===== config.mk =====
export PLATFORM = sky130hd
export DESIGN_NAME = branch_predictor
export DESIGN_NICKNAME = d
export VERILOG_FILES = /design/src/rtl/branch_predictor.sv
export SDC_FILE = /design/constraint.sdc
export NUM_CORES = 2
export LEC_CHECK = 0
export BUFFER_PORTS_ARGS = -buffer_cell sky130_fd_sc_hd__buf_2
export CELL_PAD_IN_SITES_DETAIL_PLACEMENT = 1
export CELL_PAD_IN_SITES_GLOBAL_PLACEMENT = 2
export CORE_ASPECT_RATIO = 0.7
export CORE_MARGIN = 3
export CORE_UTILIZATION = 40
export CTS_CLUSTER_SIZE = 20
export DETAILED_ROUTE_END_ITERATION = 16
export PLACE_DENSITY_LB_ADDON = 0.1
export SYNTH_ARGS = -nofsm -noshare
export SYNTH_HDL_FRONTEND = slang
export SYNTH_SLANG_ARGS = --single-unit

===== constraint.sdc =====
create_clock -name clk -period 54.8 [get_ports clk]
set_input_delay 2.74 -clock clk [delete_from_list [all_inputs] [get_ports clk]]
set_output_delay 2.74 -clock clk [all_outputs]
set_load 0.05 [all_outputs]

===== src/rtl/branch_predictor.sv =====
// Fetch-side branch target buffer with 2-bit saturating direction counters.
// Lookup is combinational from registered state; EX-stage resolutions update the table at the clock edge.
module branch_predictor #(
   parameter int          IDX_W     = 4,
   parameter logic [1:0]  CTR_INIT  = 2'b01,
   parameter logic [1:0]  CTR_ALLOC = 2'b10
) (
   input  logic        clk,
   input  logic        rst,
   input  logic [31:0] pc_f,
   output logic        pred_taken,
   output logic [31:0] pred_target,
   input  logic        upd_valid,
   input  logic [31:0] upd_pc,
   input  logic        upd_taken,
   input  logic [31:0] upd_target,
   input  logic        upd_pred_taken,
   input  logic [31:0] upd_pred_target,
   output logic        mispredict,
   output logic [31:0] redirect_pc
);

   localparam int ENTRIES = 1 << IDX_W;
   localparam int TAG_W   = 32 - IDX_W - 2;

   logic              valid_q  [ENTRIES];
   logic [TAG_W-1:0]  tag_q    [ENTRIES];
   logic [31:0]       target_q [ENTRIES];
   logic [1:0]        ctr_q    [ENTRIES];

   logic [IDX_W-1:0]  idx_f;
   logic [TAG_W-1:0]  tag_f;
   logic [IDX_W-1:0]  idx_u;
   logic [TAG_W-1:0]  tag_u;
   logic              hit_f;
   logic              hit_u;
   logic              unused_pc_lsbs;

   // Byte offset within the word carries no branch identity.
   assign unused_pc_lsbs = ^{pc_f[1:0], upd_pc[1:0]};

   assign idx_f = pc_f[IDX_W+1:2];
   assign tag_f = pc_f[31:IDX_W+2];
   assign idx_u = upd_pc[IDX_W+1:2];
   assign tag_u = upd_pc[31:IDX_W+2];

   assign hit_f       = valid_q[idx_f] && (tag_q[idx_f] == tag_f);
   assign pred_taken  = hit_f && ctr_q[idx_f][1];
   assign pred_target = pred_taken ? target_q[idx_f] : pc_f + 32'd4;

   assign hit_u = valid_q[idx_u] && (tag_q[idx_u] == tag_u);

   assign mispredict  = upd_valid &&
                        ((upd_taken != upd_pred_taken) ||
                         (upd_taken && upd_pred_taken && (upd_target != upd_pred_target)));
   assign redirect_pc = upd_taken ? upd_target : upd_pc + 32'd4;

   always_ff @(posedge clk or posedge rst) begin
      if (rst) begin
         for (int i = 0; i < ENTRIES; i++) begin
            valid_q[i]  <= 1'b0;
            tag_q[i]    <= '0;
            target_q[i] <= '0;
            ctr_q[i]    <= CTR_INIT;
         end
      end else if (upd_valid) begin
         if (hit_u) begin
            if (upd_taken) begin
               if (ctr_q[idx_u] != 2'b11) ctr_q[idx_u] <= ctr_q[idx_u] + 2'd1;
               target_q[idx_u] <= upd_target;
            end else if (ctr_q[idx_u] != 2'b00) begin
               ctr_q[idx_u] <= ctr_q[idx_u] - 2'd1;
            end
         end else if (upd_taken) begin
            // Taken branch that misses evicts whatever aliases at this index.
            valid_q[idx_u]  <= 1'b1;
            tag_q[idx_u]    <= tag_u;
            target_q[idx_u] <= upd_target;
            ctr_q[idx_u]    <= CTR_ALLOC;
         end
      end
   end

endmodule


Yosys cells after proc, flatten, opt, wreduce, memory -nomap -nowiden:

Cells that the tools add are included.

* logic and storage cells: 138
* flip-flop bits (word level): 976
* output and inout bits: 66
* bits of input ports: 133

* reductions and logical operators: 14
* $add $sub $neg: 4
* bitwise operators: 7
* eq/ne operators: 6
* mux-type cells: 40
* magnitude comparators: 3

Operators by type and width (number)
* bitwise mux 512 bit: 1
* bitwise mux 416 bit: 1
* two-way mux 32 bit: 10
* binary-select mux 26 bit (select 4 bit): 2
* two-way mux 26 bit: 5
* binary-select mux 32 bit (select 4 bit): 1
* demux 32 bit (select 4 bit): 1
* demux 26 bit (select 4 bit): 1
* adder 32 x 3 -> 32 bit, second input constant: 2
* bitwise mux 32 bit: 2
* == test 26 bit: 2
* inequality test 32 bit: 1
* bitwise OR 16 bit: 2
* bitwise AND 16 bit: 1
* binary-select mux 2 bit (select 4 bit): 2
* NOT 16 bit: 1
* greater-or-equal comparator 5 bit, second input constant: 2
* two-way mux 2 bit: 5
* NOT 4 -> 5 bit: 2
* binary-select mux 1 bit (select 4 bit): 2
* demux 2 bit (select 4 bit): 1
* logical AND 1 bit: 7
* nonzero test 2 bit: 3
* < comparator 5 x 1 -> 1 bit, second input constant: 1
* other kinds (12): 16

Logic depth before layout (Yosys ltp):

* depth in word-level cells: 9
* mapped depth: 18
* depth with buffers taken out: 9

Worst setup path before layout:

Ideal clock, no wire load.

* kind: input -> output
* start point: in pc_f[3]
* end point: out pred_taken
* stages on the path: 11
* buffers on the path: 4
* slack: 45.238 ns
* arrival: 6.822 ns
* data required time: 52.060 ns
* cell sequence: buf_2 buf_2 buf_2 buf_1 mux4_2 mux4_2 xnor2_1 nand4_1 nor4_1 nand2_1 nor4_1

* word-level cells in the longest chain between the ends: 7
* elaborated cells between the ends (all ways): 13
* classes of those cells: 1 x eq/ne; 9 x mux; 1 x bitwise; 2 x reduce/logical

RTL lines
* start, declared: line 10 `input logic [31:0] pc_f,`
* NOT 4 -> 5 bit (implied by the code) *: line 47, 48
* binary-select mux 26 bit (select 4 bit): line 47 `assign hit_f = valid_q[idx_f] && (tag_q[idx_f] == tag_f);`
* two-way mux 26 bit (implied by the code) (2 in a row): line 47
* == test 26 bit: line 47
* logical AND 1 bit: line 47
* logical AND 1 bit *: line 48 `assign pred_taken = hit_f && ctr_q[idx_f][1];`
* end, declared: line 11 `output logic pred_taken,`

Mark *: on every way between the ends. The rest lies on a longest branch, timed or not. The select of a mux whose other input is x is not followed.

Final worst setup path:

* start point: in pc_f[2]
* end point: out pred_target[3]

* word-level cells in the longest chain between the ends: 8
* elaborated cells between the ends (all ways): 18
* classes of those cells: 1 x add/sub; 1 x eq/ne; 13 x mux; 1 x bitwise; 2 x reduce/logical

RTL lines
* NOT 4 -> 5 bit (implied by the code): line 47, 48, 49
* binary-select mux 26 bit (select 4 bit): line 47
* two-way mux 26 bit (implied by the code) (2 in a row): line 47
* == test 26 bit: line 47
* logical AND 1 bit: line 47
* logical AND 1 bit: line 48
* two-way mux 32 bit *: line 49 `assign pred_target = pred_taken ? target_q[idx_f] : pc_f + 32'd4;`
* end, declared: line 12 `output logic [31:0] pred_target,`

Marks and branches as above.

==> results.py <==
metrics = {
    "timing": {
        "fin_ws_ns": 43.38,
        "slew_violations": 0,
        "grt_setup_unrepaired": "no",
        "fmax_ghz": 0.0876,
        "finalSetupTns_ns": 0,
        "finalCriticalPeriod_ns": 11.42,
        "skew_ns": 0.0254,
        "worst_pin_slew_ns": 1.18,
        "finalHoldViolations": 0,
        "slew_headroom_pct": 21.3,
        "setup_viol": 0,
        "timing.hold.ws_ns": 0.500,
        "fin_crit_sh_pct": 20.8,
    },
    "power_and_ir_drop": {
        "power_density_nw_per_um2": 37.5,
        "p_leak_nw": 24.3,
        "peakVddDrop_uv": 25.5,
        "power_mw": 2.13,
    },
    "placement": {
        "gp_congestion": 0.850,
        "dpl.hpwl_um": 116000,
        "dp_slack_ns": 43.31,
        "portBuffers": 198,
    },
    "global_route": {
        "grt_max_degree": 172,
        "grt_first_pass_wirelength_um": 261000,
        "grt-ovfl-total": 0,
        "antenna_found_initial": 16,
        "track_usage_pct": 27.5,
        "grt_pass1_vias": 34600,
    },
    "layout": {
        "final_nets": 3618,
        "final_core_util_pct": 44.8,
        "drive_above_1_share_pct": 46.4,
        "area_growth_pct": 11.1,
    },
    "critical_path": {
        "cp-end-kind": "primary output",
        "worstPathCellList": "buf_8 -> buf_4 -> buf_4 -> buf_12 -> mux4_2 -> mux4_2 -> xnor2_1 -> nand4_1 -> nor4b_1 -> nand3_4 -> mux2_2 -> buf_2",
        "crit_family": "buffers and inverters",
        "path_buf_inv": 5,
        "crit_arrival_ns": 8.68,
        "worst_setup_path_start_kind": "primary input",
        "slowest_delay_ns": 0.72,
        "worstPathRequired_ns": 52.06,
        "criticalPathCategory": "primary input to primary output",
        "crit_path_top_delay_cell": "nand3_4",
        "crit_path_max_fanout": 72,
    },
    "routing": {
        "wl_met3_um": 10200,
        "antenna_left": 0,
        "firstDrtPassIters": 5,
        "met1Wirelength_um": 83200,
        "avgRoutedWirePerCell_um": 34.6,
        "wirelength_um": 181000,
        "route.top_layer_used": "met4",
        "dr_wl_met2_um": 82700,
        "dr_total_vias": 32200,
        "drc": 0,
        "drtIter0Drc": 2754,
        "drt-vias-per-instance": 6.15,
    },
    "clock_network": {
        "cts-hold-fix-buffers": 0,
        "clock-sinks": 976,
        "cts_setup_buffers": 0,
        "cts_tree": "built",
        "numCtsBuffers": 103,
        "clock-root-buffer": "clkbuf_16",
        "insertion_delay_ns": 0.74,
        "clk_path_buf_depth": 3,
        "h-tree-depth": 3,
        "cts.repair.resized": 0,
        "clk_pin_slew_worst_paths_ns": 0.06,
    },
    "floorplan": {
        "pin_count": 199,
        "fp.coreArea_um2": 127000,
        "num_rows": 109,
        "die_y_um": 305,
        "dieArea_um2": 132000,
        "initial_core_util_pct": 40.4,
        "dieWidth_um": 433,
    },
    "yosys": {
        "synthFlopType": "dfrtp_1",
        "async_reset_ff_share_pct": 100,
        "yosys.area.top_type_share_pct": 47.0,
        "synth_seq_area_share_pct": 47.8,
        "ys_ff_latch": 976,
        "ys_top_cells_by_area": "dfrtp_1, mux2_2, mux4_2",
        "syn_nets": 3595,
        "synth.distinct_cells": 70,
        "synthCells": 3454,
        "synth_most_common_cell": "dfrtp_1",
        "yosys.area.top_type": "dfrtp_1",
        "synth.top_cells.by_count": "dfrtp_1, mux2_2, mux4_2",
        "synth_edf_count": 0,
        "yosysWarnings": 0,
        "syn_area_per_cell_um2": 14.8,
        "syn_area_um2": 51100,
    },
    "hold_path": {
        "min_path_type": "flip-flop to flip-flop",
    },
    "job": {
        "maxCapViolCount": 0,
    },
    "run_status": {
        "outcome": "complete, no violations",
    },
}
[per-stage QoR]
stage	instances	area, µm²
6_report	5236	56700
5_1_grt	5231	56700
4_1_cts	5230	56700
3_5_place_dp	5037	53200
3_3_place_gp	5037	53200
2_1_floorplan	3454	51100
[state kept, by name, summed over array words and instances, names as in the netlist]
name	cells
target_q	512
tag_q	416
ctr_q	32
valid_q	16
[final cells by class]
cell class,count,area (µm²)
Fill cell,12400,69800
Multi-Input combinational cell,2123,25100
Sequential cell,976,24400
Clock buffer,162,3060
Tap cell,1665,2080
Timing Repair Buffer,254,1510
Clock inverter,31,448
Inverter,19,78.8
Antenna cell,6,15.0
[cell usage in the layout (no fill, tap or decap), types with 15 or more instances in the layout]
cell type  instances
dfrtp_1          960
mux2_2           788
mux4_2           388
mux2_1           197
buf_2            191
clkbuf_16        104
nand2_1          102
xnor2_1           99
mux2i_1           76
buf_4             54
nor2_1            48
nand3_1           46
a21oi_1           43
xor2_1            42
o21ai_0           40
clkbuf_1          34
nand4_1           30
clkbuf_8          24
nor4_1            23
nand2b_1          19
dfstp_2           16
inv_1             15
[logic make-up after synthesis]
| family | share of synthesized area (%) |
|---|---|
| AOI/OAI and AO/OA | 1.90 |
| xor gates and xnor gates | 2.42 |
| muxes | 40.3 |
| DFF | 47.8 |
| adders and majority gates | 0.196 |
| buffers and inverters | 3.30 |
| and+or+nand+nor | 4.03 |
[path summary, 6_finish.rpt]
| kind | start | to | slack, ns | depth (start not counted) |
|---|---|---|---|---|
| worst max-delay path | pc_f[2] | pred_target[3] | 43.38 | 12 |
| worst min-delay path | target_q[259]$_DFFE_PP0P_ | target_q[259]$_DFFE_PP0P_ | 0.50 | 1 |
| worst max register to register | tag_q[411]$_DFFE_PP0P_ | tag_q[151]$_DFFE_PP0P_ | 49.22 | 9 |
| worst min register to register | target_q[259]$_DFFE_PP0P_ | target_q[259]$_DFFE_PP0P_ | 0.50 | 1 |
| max in group asynchronous | rst | target_q[327]$_DFFE_PP0P_ | 50.09 | 4 |
| min in group asynchronous | rst | tag_q[110]$_DFFE_PP0P_ | 2.13 | 2 |
[layer usage]
| layer | vias up | GRT usage (%) |
|---|---|---|
| li1 | 13100 | - |
| met1 | 17900 | 40.2 |
| met2 | 962 | 42.2 |
| met3 | 252 | 5.23 |
| met4 | 0 | 7.40 |
| met5 | - | 0 |
[report_power, final]
| group | internal (mW) | total (mW) | switching (mW) |
|---|---|---|---|
| registers | 0.860 | 0.954 | 0.0943 |
| logic | 0.232 | 0.436 | 0.204 |
| clock network | 0.427 | 0.739 | 0.312 |
| total | 1.52 | 2.13 | 0.611 |
Power figures use the tool's default switching activity.
